### src/rtl/data_mem_unit_pkg.sv
// Shared constants and types for the data-memory responder:
// access-size codes, AMO decode values, FSM states and byte strobes.
package data_mem_unit_pkg;

  localparam logic [2:0] F3_LB  = 3'b000;
  localparam logic [2:0] F3_LH  = 3'b001;
  localparam logic [2:0] F3_LW  = 3'b010;
  localparam logic [2:0] F3_LBU = 3'b100;
  localparam logic [2:0] F3_LHU = 3'b101;

  localparam logic [6:0] OP_AMO = 7'b0101111;
  localparam logic [4:0] F5_LR  = 5'b00010;
  localparam logic [4:0] F5_SC  = 5'b00011;

  localparam logic [3:0] STRB_NONE = 4'b0000;
  localparam logic [3:0] STRB_B    = 4'b0001;
  localparam logic [3:0] STRB_H    = 4'b0011;
  localparam logic [3:0] STRB_W    = 4'b1111;

  typedef enum logic [1:0] {ST_IDLE, ST_REQ, ST_DONE} state_t;
  typedef enum logic [1:0] {SZ_B, SZ_H, SZ_W} size_t;

  // Unknown size codes fall back to a full word.
  function automatic size_t size_of(input logic [2:0] func3);
    case (func3)
      F3_LB, F3_LBU: size_of = SZ_B;
      F3_LH, F3_LHU: size_of = SZ_H;
      F3_LW:         size_of = SZ_W;
      default:       size_of = SZ_W;
    endcase
  endfunction

endpackage

### src/rtl/load_store_align.sv
// Byte-lane steering: store strobes/replication, alignment check,
// and load lane extraction with sign or zero extension.
module load_store_align
  import data_mem_unit_pkg::*;
(
  input  logic [1:0]  addr_lo,
  input  logic [2:0]  func3,
  input  logic [31:0] store_data,
  input  logic [31:0] rdata,
  output logic [3:0]  strb,
  output logic [31:0] wdata,
  output logic        misaligned,
  output logic [31:0] load_value
);

  size_t       size;
  logic [31:0] shifted;
  logic        is_signed;

  assign size      = size_of(func3);
  assign shifted   = rdata >> {addr_lo, 3'b000};
  assign is_signed = ~func3[2];

  always_comb begin
    strb       = STRB_W;
    wdata      = store_data;
    misaligned = 1'b0;
    load_value = rdata;
    case (size)
      SZ_B: begin
        strb       = 4'(STRB_B << addr_lo);
        wdata      = {4{store_data[7:0]}};
        load_value = {{24{shifted[7] & is_signed}}, shifted[7:0]};
      end
      SZ_H: begin
        strb       = 4'(STRB_H << addr_lo);
        wdata      = {2{store_data[15:0]}};
        misaligned = addr_lo[0];
        load_value = {{16{shifted[15] & is_signed}}, shifted[15:0]};
      end
      default: misaligned = |addr_lo;
    endcase
  end

endmodule

### src/rtl/data_mem_unit.sv
// Memory-stage responder: runs one bus transaction per load/store,
// tracks the LR/SC reservation and stalls the pipeline until retirement.
module data_mem_unit
  import data_mem_unit_pkg::*;
#(
  parameter int unsigned ADDR_W = 32,
  parameter int unsigned DATA_W = 32
) (
  input  logic              clk,
  input  logic              reset,
  input  logic              memRead,
  input  logic              memWrite,
  input  logic              isLr,
  input  logic              isSc,
  input  logic [2:0]        func3,
  input  logic [ADDR_W-1:0] addr,
  input  logic [DATA_W-1:0] storeData,
  output logic [DATA_W-1:0] loadData,
  output logic              stall,
  output logic              misaligned,
  output logic              busReq,
  output logic              busWe,
  output logic [ADDR_W-1:0] busAddr,
  output logic [DATA_W-1:0] busWdata,
  output logic [3:0]        busStrb,
  input  logic              busAck,
  input  logic [DATA_W-1:0] busRdata
);

  localparam int unsigned WORD_W = ADDR_W - 2;

  state_t              state, state_n;
  logic                res_valid, res_valid_n;
  logic [WORD_W-1:0]   res_addr, res_addr_n;
  logic [DATA_W-1:0]   load_data_n, bus_wdata_n;
  logic [ADDR_W-1:0]   bus_addr_n;
  logic [3:0]          bus_strb_n;
  logic                bus_req_n, bus_we_n, misaligned_n;

  logic                request, fault, sc_fail, res_hit_bus;
  logic                align_mis;
  logic [3:0]          align_strb;
  logic [DATA_W-1:0]   align_wdata, align_load;

  load_store_align u_align (
    .addr_lo    (addr[1:0]),
    .func3      (func3),
    .store_data (storeData),
    .rdata      (busRdata),
    .strb       (align_strb),
    .wdata      (align_wdata),
    .misaligned (align_mis),
    .load_value (align_load)
  );

  assign request     = memRead | memWrite;
  assign fault       = align_mis | ((isLr | isSc) & (addr[1:0] != 2'b00));
  assign sc_fail     = isSc & ~(res_valid & (res_addr == addr[ADDR_W-1:2]));
  assign res_hit_bus = res_valid & (res_addr == busAddr[ADDR_W-1:2]);
  assign stall       = ~reset & request & (state != ST_DONE);

  always_ff @(posedge clk) begin
    if (reset) begin
      state      <= ST_IDLE;
      res_valid  <= 1'b0;
      res_addr   <= '0;
      loadData   <= '0;
      misaligned <= 1'b0;
      busReq     <= 1'b0;
      busWe      <= 1'b0;
      busAddr    <= '0;
      busWdata   <= '0;
      busStrb    <= STRB_NONE;
    end else begin
      state      <= state_n;
      res_valid  <= res_valid_n;
      res_addr   <= res_addr_n;
      loadData   <= load_data_n;
      misaligned <= misaligned_n;
      busReq     <= bus_req_n;
      busWe      <= bus_we_n;
      busAddr    <= bus_addr_n;
      busWdata   <= bus_wdata_n;
      busStrb    <= bus_strb_n;
    end
  end

  always_comb begin
    state_n      = state;
    res_valid_n  = res_valid;
    res_addr_n   = res_addr;
    load_data_n  = loadData;
    misaligned_n = misaligned;
    bus_req_n    = busReq;
    bus_we_n     = busWe;
    bus_addr_n   = busAddr;
    bus_wdata_n  = busWdata;
    bus_strb_n   = busStrb;
    case (state)
      ST_IDLE: begin
        if (request) begin
          if (fault) begin
            state_n      = ST_DONE;
            misaligned_n = 1'b1;
            load_data_n  = '0;
          end else if (sc_fail) begin
            state_n     = ST_DONE;
            load_data_n = DATA_W'(1);
            res_valid_n = 1'b0;
          end else begin
            state_n     = ST_REQ;
            bus_req_n   = 1'b1;
            bus_we_n    = memWrite;
            bus_addr_n  = {addr[ADDR_W-1:2], 2'b00};
            bus_wdata_n = align_wdata;
            bus_strb_n  = memWrite ? (isSc ? STRB_W : align_strb) : STRB_NONE;
          end
        end
      end
      ST_REQ: begin
        if (busAck) begin
          state_n    = ST_DONE;
          bus_req_n  = 1'b0;
          bus_we_n   = 1'b0;
          bus_strb_n = STRB_NONE;
          if (!busWe) begin
            load_data_n = align_load;
            if (isLr) begin
              res_valid_n = 1'b1;
              res_addr_n  = busAddr[ADDR_W-1:2];
            end
          end else if (isSc) begin
            load_data_n = '0;
            res_valid_n = 1'b0;
          end else if (res_hit_bus) begin
            res_valid_n = 1'b0;
          end
        end
      end
      ST_DONE: begin
        state_n      = ST_IDLE;
        misaligned_n = 1'b0;
      end
      default: state_n = ST_IDLE;
    endcase
  end

endmodule

### config.mk
export PLATFORM = sky130hd
export DESIGN_NAME = data_mem_unit
export DESIGN_NICKNAME = d
export VERILOG_FILES = /design/src/rtl/data_mem_unit_pkg.sv /design/src/rtl/load_store_align.sv /design/src/rtl/data_mem_unit.sv
export SDC_FILE = /design/constraint.sdc
export NUM_CORES = 1
export LEC_CHECK = 0
export ABC_AREA = 1
export CORE_ASPECT_RATIO = 0.5
export CORE_MARGIN = 1.5
export CORE_UTILIZATION = 48
export DETAILED_ROUTE_END_ITERATION = 10
export MAX_ROUTING_LAYER = met4
export PLACE_DENSITY_LB_ADDON = 0.08
export REMOVE_ABC_BUFFERS = 1
export SYNTH_ARGS = -nofsm -noshare
export SYNTH_HDL_FRONTEND = slang
export SYNTH_SLANG_ARGS = --single-unit
### constraint.sdc
create_clock -name clk -period 1.9 [get_ports clk]
set_input_delay 0.38 -clock clk [delete_from_list [all_inputs] [get_ports clk]]
set_output_delay 0.38 -clock clk [all_outputs]
set_load 0.005 [all_outputs]
======== Word level (Yosys, flattened, before mapping) ========
Cells that the tools add are included.
storage, ports and cells
  memories ................................ 0
  logic and storage cells ................. 110
  bits in read-only memories .............. 0
  latch bits .............................. 0
  bits in writable memories ............... 0
  register bits ........................... 134
cells by class
  shift operators ......................... 3
  $lt $le $gt $ge ......................... 0
  divide/modulo/power cells ............... 0
  mux-type cells .......................... 45
  bitwise gates (word level) .............. 17
  reductions and logical operators ........ 16
  $mul .................................... 0
  $add $sub $neg .......................... 0
  eq/ne operators ......................... 19
operators with widths
  operator                                             number
  two-way mux 32 bit                                   6
  case mux 32 bit (2 select lines)                     3
  equality test 30 bit                                 2
  >> shifter 32 x 5 -> 16 bit                          1
  two-way mux 4 bit                                    6
  two-way mux 1 bit                                    17
  case mux 4 bit (2 select lines)                      2
  inequality test 2 bit, second input constant         7
  case mux 1 bit (2 select lines)                      5
  AND reduction 5 bit                                  2
  inequality test 3 bit, second input constant         3
  bitwise AND 1 bit                                    8
  two-way mux 2 bit                                    4
  case mux 2 bit (2 select lines)                      2
  AND reduction 4 bit                                  2
  AND reduction 7 bit                                  1
  equality test 3 bit, second input constant           2
  inverter 1 bit                                       6
  nonzero test 2 bit                                   3
  OR reduction 2 bit                                   3
  equality test 2 x 1 -> 1 bit, second input constant  2
  zero test 2 bit                                      2
  inequality test 4 bit, second input constant         1
  left shift 1 x 2 -> 4 bit, first input constant      1
  other kinds (7)                                      9

======== Longest topological paths before layout ========
Gate-level depths: netlist of the first run.
  depth after elaboration ................. 11
  gate-level depth with buffers ........... 16
  gate-level depth less buffers ........... 15

======== By module ========
From an unflattened synthesis of the first run, not the netlist that was laid out.
second synthesis, totals
  cells, all modules ...................... 1,244
  area total of the unflattened synthesis .. 7,599.8 sq um
modules (own cells, without submodules)
  module            area an instance (sq um)  cells each  times used
  data_mem_unit     6,391.1                   983         1
  load_store_align  1,208.7                   261         1

======== Least setup slack after synthesis of the first run ========
OpenSTA, ideal clock, no wires.
  kind .................................... input to register
  start point ............................. input port func3[0]
  end point ............................... register loadData[25]
  library setup time ...................... 0.114 ns
  data required time ...................... 1.786 ns
  data arrival time ....................... 1.554 ns
  path slack .............................. 0.232 ns
  stages .................................. 11
  path through ............................ buf_4 > inv_2 > nor2_4 > nand2_1 > a31oi_4 > nor2_2 > nand2_1 > buf_6 > nand2_2 > a21oi_1 > nor2_1
between the ends
  cells in the longest elaborated chain, start to end .. 9
  elaborated cells on any way between the ends .. 19
  classes of those cells .................. eq/ne: 5; mux: 8; bitwise: 1; reduce/logical: 5
ends and longest elaborated chain
  element                                                                 RTL line                 RTL
  from (decl)                                                             data_mem_unit.sv:15      input logic [2:0] func3,
  equality test 3 x 1 -> 1 bit, or another cell as far along              data_mem_unit_pkg.sv:25  case (func3)
  OR reduction 2 bit                                                      data_mem_unit_pkg.sv:25
  case mux 2 bit (2 select lines) (*)                                     data_mem_unit_pkg.sv:25
  equality test 2 x 1 -> 1 bit / zero test 2 bit (equally long branches)  load_store_align.sv:29   case (size)
  case mux 1 bit (2 select lines)                                         load_store_align.sv:29
  bitwise OR 1 bit                                                        data_mem_unit.sv:57      assign fault = align_mis | ((isLr | isSc) & (addr[1:0] != 2'b00));
  two-way mux 32 bit                                                      data_mem_unit.sv:102     if (fault) begin
  two-way mux 32 bit                                                      data_mem_unit.sv:101     if (request) begin
  case mux 32 bit (2 select lines)                                        data_mem_unit.sv:99      case (state)
  to (signal assigned)                                                    data_mem_unit.sv:78      loadData <= load_data_n;
  to (decl)                                                               data_mem_unit.sv:18      output logic [DATA_W-1:0] loadData,
Mark *: on every way between the ends. The rest lies on a longest branch, timed or not. The select of a mux whose other input is x is not followed.
A chain may end at the register's enable or synchronous reset.

======== Final worst setup path of the first run ========
  start point ............................. register res_addr[11]
  end point ............................... register busWdata[7]
between the ends
  cells in the longest elaborated chain, start to end .. 6
ends and longest elaborated chain
  element                        RTL line             RTL
  from (decl)                    data_mem_unit.sv:34  logic [WORD_W-1:0] res_addr, res_addr_n;
  from (signal assigned)         data_mem_unit.sv:77  res_addr <= res_addr_n;
  equality test 30 bit           data_mem_unit.sv:58  assign sc_fail = isSc & ~(res_valid & (res_addr == addr[ADDR_W-1:2]));
  bitwise AND 1 bit              data_mem_unit.sv:58
  inverter 1 bit                 data_mem_unit.sv:58
  bitwise AND 1 bit              data_mem_unit.sv:58
  inverter 1 bit (no line)       n/a
  AND reduction 4 bit (no line)  n/a
  to (signal assigned)           data_mem_unit.sv:83  busWdata <= bus_wdata_n;
  to (decl)                      data_mem_unit.sv:24  output logic [DATA_W-1:0] busWdata,
No other way between the ends.

==> flow_summary.ini, run 1 <==
[outcome]
status = finished, violations left
violations = negative setup slack

[pwr]
total_power_mw = 8.324
power.internal_mw = 5.842
swShare = 0.2981
power_leakage_nw = 4.960
power_density_nw_per_um2 = 737.5
pwr-share-comb = 0.222
p_seq_frac = 0.368
irDropWorstVdd_mv = 0.5742
p_sw_mw = 2.482
pwr-share-clk = 0.410

[global_routing]
use_met1 = 0.3802
grt_max_degree = 73
grt-busiest-layer = met2
grt_pass1_vias = 7838
antenna_found_initial = 1
track_usage = 0.3109
grtUsageMet3 = 0.06345
grt_overflow = 0
grt_pass1_wl_um = 38370
grt_util_met2 = 0.5121

[timing]
rsz0062_at_grt = true
fin_crit_sh = 1.033
tns_ns = -0.4429
fmax_mhz = 509.5
finalCriticalPeriod_ns = 1.963
clock_skew_ns = 0.01737
report.final.hold_viol_count = 0
tightest_slew_ns = 0.8829
slew_violations = 0
slew_headroom = 0.4114
setup_viol = 29
finalWorstSetupSlack_ns = -0.06260

[layout]
finalNonFillerCells = 1623
drive_gt1_frac = 0.1833
fin_util = 0.7719
syn2layout_area_growth_pct = 55.45
nets = 1517
fin_area_um2 = 11290

[critical_path]
critical_path_arrival_ns = 2.31
end_kind = flop
crit_type = reg -> reg
max_stage_delay_ns = 0.33
startpoint_type = flop
crit_buf_inv = 3
worstPathRequired_ns = 2.24
crit_family = simple AND/OR/NAND/NOR gates
path_cells = buf_4 > nand2_1 > nand3_1 > nor2_2 > nand2_1 > nor2_2 > nand2_2 > nand2_4 > nand3_4 > clkinv_8 > buf_12 > nand2_2 > a21oi_2
crit_slowest_cell = dfxtp_2
crit_fanout = 8
reg2reg_slack_ns = -0.06

[yosys]
ys_ff_latch = 134
synth_top_area_share = 0.3695
ys_warn_count = 0
synth_common_cells = 359 x nand2_1, 173 x a21oi_1, 142 x inv_1, 134 x dfxtp_1, 95 x nor2_1
synth.largest_area_cell = dfxtp_1
synth-edff-count = 0
avgSynthCellArea_um2 = 6.254
ys.flop_type = dfxtp_1
synth_most_common_cell = nand2_1
synth.area.top_cells = dfxtp_1 37%, nand2_1 19%, a21oi_1 12%
synthCells = 1161
ys_async_sr_fraction = 0
ys_types = 34
netlist_area_um2 = 7261
yosysSeqAreaShare = 0.3695

[clocking]
cts.sinks = 134
hold_buffers = 0
cts_root_buf = clkbuf_16
clk_pin_slew_ns = 0.07
clk_latency_ns = 0.43
clk_path_buf_depth = 2
htree_levels = 4
cts-buffers-inserted = 17
cts_tree = yes

[placement]
dp_cells = 1567
io_buffers = 207
gp_congestion = 0.9147
placed_cell_area_um2 = 9797
hpwlAfterDp_um = 16750

[min_path]
holdCritPathClass = in -> reg

[job]
maxCapViolations = 0

[die]
row_count = 31
core_area_um2 = 14620
die_y_um = 89.97
pin_count = 210
die_area_um2 = 15920
die_x_um = 176.9
initial_core_util = 0.4965

[routing]
drtIter0Drc = 625
wl_per_cell_um = 16.20
num_vias = 8682
drc = 0
drt-total-wl_um = 26300
first_pass_iters = 8
ant_nets = 0
viasPerCell = 5.349
## layout make-up
type	count	area [um2]
sequential	134	2710
clock buffer	18	429.2
inverter	152	589.3
fill	1139	3336
clock inverter	14	163.9
antenna	1	2.502
tap	198	247.7
multi-input combinational	813	4114
timing repair buffer	293	3030
## kinds of logic (layout without fill, tap and decap cells)
group / after synthesis / in the layout / synth area share
and+or+nand+nor: 520 / 521 / 0.2861
AOI/OAI and AO/OA: 277 / 277 / 0.2020
buffers and inverters: 216 / 477 / 0.1263
DFF: 134 / 134 / 0.3695
xor gates and xnor gates: 13 / 13 / 0.01568
other: 1 / 3 / 0.0005165
## layout by cell type (no fill, tap or decap), types with 8 or more instances in the layout
cell type	instances
nand2_1	321
clkdlybuf4s50_1	173
inv_1	135
a21oi_1	133
dfxtp_1	116
nor2_1	90
o21ai_0	74
buf_4	58
a21oi_2	40
nand3_1	36
clkbuf_16	24
nand2_2	23
dlymetal6s2s_1	17
dfxtp_2	16
nand2_4	15
dlygate4sd2_1	15
inv_2	13
xnor2_1	12
nor2_2	9
buf_6	9
buf_12	8
## timing repair
| action | CTS | global route |
|---|---|---|
| cloned | 2 | 9 |
| endpoints found under the setup margin | 103 | 125 |
| pin swaps | 2 | 42 |
| gates resized for setup | 30 | 176 |
| setup buffers | 0 | 12 |
## layer usage
metal	up-vias	share of wire
li1	4197	-
met1	4037	0.42
met2	379	0.48
met3	69	0.075
met4	0	0.028
met5	-	0
## per-stage QoR
stage                     setup slack [ns]  hold slack, ns
final                             -0.06260          0.2592
after global routing               -0.1293          0.2641
after CTS                        -0.001442          0.3079
after detailed placement           -0.6444          0.4559
after global placement             -0.6225          0.4498
after floorplan                     -2.405          0.4491
## power by group through the flow
stage | combinational [mW] | clock [mW] | sequential (mW)
3_3_place_gp | 1.57 | 0 | 3.12
2_1_floorplan | 0.692 | 0 | 3.11
5_1_grt | 2.00 | 3.56 | 3.08
6_report | 1.85 | 3.41 | 3.07
3_5_place_dp | 1.60 | 0 | 3.12
4_1_cts | 1.62 | 3.42 | 3.06
## worst reg2reg max path, cell delays in order (launching register included)
cell      delay (ns)
dfxtp_2         0.33
buf_4           0.13
nand2_1         0.06
nand3_1         0.09
nor2_2          0.12
nand2_1         0.07
nor2_2          0.13
nand2_2         0.12
nand2_4         0.10
nand3_4         0.17
clkinv_8        0.16
buf_12          0.17
nand2_2         0.08
a21oi_2         0.15
## sequential cells by signal, indices dropped and copies added (netlist names)
name,count
busWdata,32
loadData,32
busAddr,30
res_addr,30
busStrb,4
state,2
busReq,1
busWe,1
misaligned,1
res_valid,1
## path summary, 6_finish.rpt
path	startpoint	end	cells after the start
hold / removal	addr[18]	busAddr[18]$_SDFFE_PP0P_	3
setup / recovery	res_addr[11]$_SDFFE_PP0P_	busWdata[7]$_SDFFE_PP0P_	13
setup reg to reg	res_addr[11]$_SDFFE_PP0P_	busWdata[7]$_SDFFE_PP0P_	13
hold reg to reg	loadData[5]$_SDFFE_PP0P_	loadData[5]$_SDFFE_PP0P_	2
Power figures use the tool's default switching activity.
==> inputs of run 2 (changes only) <==
- GPL_TIMING_DRIVEN: not set -> 0
==> run 2 against run 1 <==
The flow still finishes with violations (negative setup slack). Sequential cell count unchanged. Register-to-register slack got worse by 0.05 ns. Die area unchanged. Worst setup slack worse by 0.047 ns. Final area shrank 0.69%. Worst hold slack improved by 0.0064 ns. Combinational power down 3%. First-iteration DRC count rose by 33%.
==> flow_summary.ini, run 2 (synthesis results as in run 1) <==
[routing]
wl_per_cell_um = 16.98
first_pass_iters = 5
viasPerCell = 5.423
drc = 0
num_vias = 8655
ant_nets = 0
drt-total-wl_um = 27100
drtIter0Drc = 831

[critical_path]
end_kind = flop
critical_path_arrival_ns = 2.33
worstPathRequired_ns = 2.22
crit_type = reg -> reg
startpoint_type = flop
crit_fanout = 16
reg2reg_slack_ns = -0.11
crit_slowest_cell = nand3_2
max_stage_delay_ns = 0.38
cpMostUsedCell = nand2_1
path_cells = xnor2_2 > nand2_1 > nor2_1 > nand2_2 > nor2_4 > nand2_4 > nand2_8 > nand3_2 > nand2_1 > a21oi_2

[layout]
fin_util = 0.7666
final_cell_mix = 314 x nand2_1, 171 x clkdlybuf4s50_1, 143 x a21oi_1, 133 x inv_1, 112 x dfxtp_1
regArea_um2 = 2713
reg_top3 = busWdata x32, loadData x32
multi_input_area_um2 = 4182
syn2layout_area_growth_pct = 54.39
nets = 1489
final.fill_count = 1109
final_common_cell = nand2_1
drive_gt1_frac = 0.1719

[timing]
fmax_mhz = 497.6
tightest_slew_ns = 0.6485
slew_headroom = 0.5650
rsz0062_at_grt = true
finalWorstSetupSlack_ns = -0.1096
setup_viol = 61
report.final.hold_viol_count = 0
slew_violations = 0
whs_ns = 0.2655
clock_skew_ns = 0.01324
finalCriticalPeriod_ns = 2.010
fin_crit_sh = 1.058
tns_ns = -3.282

[clocking]
cts-buffers-inserted = 17
htree_levels = 4
cts_tree = yes
cts_root_buf = clkbuf_16
hold_buffers = 0
clk_path_buf_depth = 2
clk_pin_slew_ns = 0.07
cts.sinks = 134
clk_latency_ns = 0.43

[outcome]
status = finished, violations left
violations = negative setup slack

[die]
die_area_um2 = 15920
pin_count = 210
initial_core_util = 0.4965
core_area_um2 = 14620
die_y_um = 89.97
row_count = 31
die_x_um = 176.9

[job]
maxCapViolations = 0

[placement]
hpwlAfterDp_um = 15170
place_ws_ns = -2.259
io_buffers = 207
gp_congestion = 0.9188

[global_routing]
grt_max_degree = 54
antenna_found_initial = 2
grt_pass1_vias = 7987
track_usage = 0.3427
grt_pass1_wl_um = 41240
grt_overflow = 0

[min_path]
holdCritPathClass = in -> reg

[pwr]
power_leakage_nw = 4.744
total_power_mw = 8.570
irDropWorstVdd_mv = 0.6431
power_density_nw_per_um2 = 764.5
==> run 2: changes by cell type in the layout (fill, tap and decap cells not counted), sizes merged, moves of 2 or more <==
cell | before | now
buf | 81 | 45
bufinv | 2 | 4
clkbuf | 25 | 19
clkdlybuf4s50 | 173 | 171
clkinv | 4 | 10
dlygate4sd2 | 15 | 28
dlymetal6s2s | 17 | 4
inv | 156 | 158
nand3 | 46 | 49
==> run 2: area by class of cell <==
type,instances,share of cell area
multi-input cells,817,0.3730
repair buffers,251,0.2353
flip-flops and latches,134,0.2420
clock buffers,17,0.03795
diodes,2,0.0004465
clock inverters,15,0.01920
inverters,152,0.05559
well taps,198,0.02210
repair inverters,10,0.01440
==> run 2: power by group <==
group / switching [mW] / leakage (nW) / internal (mW)
clock: 1.47 / 0.310 / 2.23
sequential: 0.107 / 1.10 / 2.96
combinational: 0.957 / 3.33 / 0.848
==> run 2: final timing paths <==
| path | startpoint | end | cells after the start |
|---|---|---|---|
| min reg2reg | busWdata[7]$_SDFFE_PP0P_ | busWdata[7]$_SDFFE_PP0P_ | 2 |
| max | res_addr[17]$_SDFFE_PP0P_ | busWdata[6]$_SDFFE_PP0P_ | 10 |
| max reg2reg | res_addr[17]$_SDFFE_PP0P_ | busWdata[6]$_SDFFE_PP0P_ | 10 |
| min | addr[18] | busAddr[18]$_SDFFE_PP0P_ | 3 |
==> run 2: stage by stage <==
| step | std cells | area, um2 |
|---|---|---|
| 2_1_floorplan | 1098 | 6918 |
| 3_3_place_gp | 1503 | 9238 |
| 3_5_place_dp | 1510 | 9374 |
| 4_1_cts | 1582 | 10740 |
| 5_1_grt | 1596 | 11210 |
| 6_report | 1596 | 11210 |
==> run 2: critical path: cells and delay by family (launching register included) <==
kind / cells / cell delay [ns]
simple gates: 8 / 1.32
compound gates: 1 / 0.07
flops: 1 / 0.37
xor+xnor: 1 / 0.12
==> run 2: layer usage <==
layer	vias to the layer above	global-route usage	part of all wire
met5	-	-	0
met4	0	0.1342	0.027
met3	68	0.06430	0.087
met2	432	0.5507	0.48
met1	3998	0.4266	0.41
li1	4157	-	-
==> run 2: what timing repair did <==
action | CTS | global route
cloned | 17 | 1
pin swaps | 22 | 28
buffers inserted | 23 | 12
resized for setup | 116 | 118
endpoints found under the hold margin | 0 | 0
setup endpoints to repair | 134 | 119
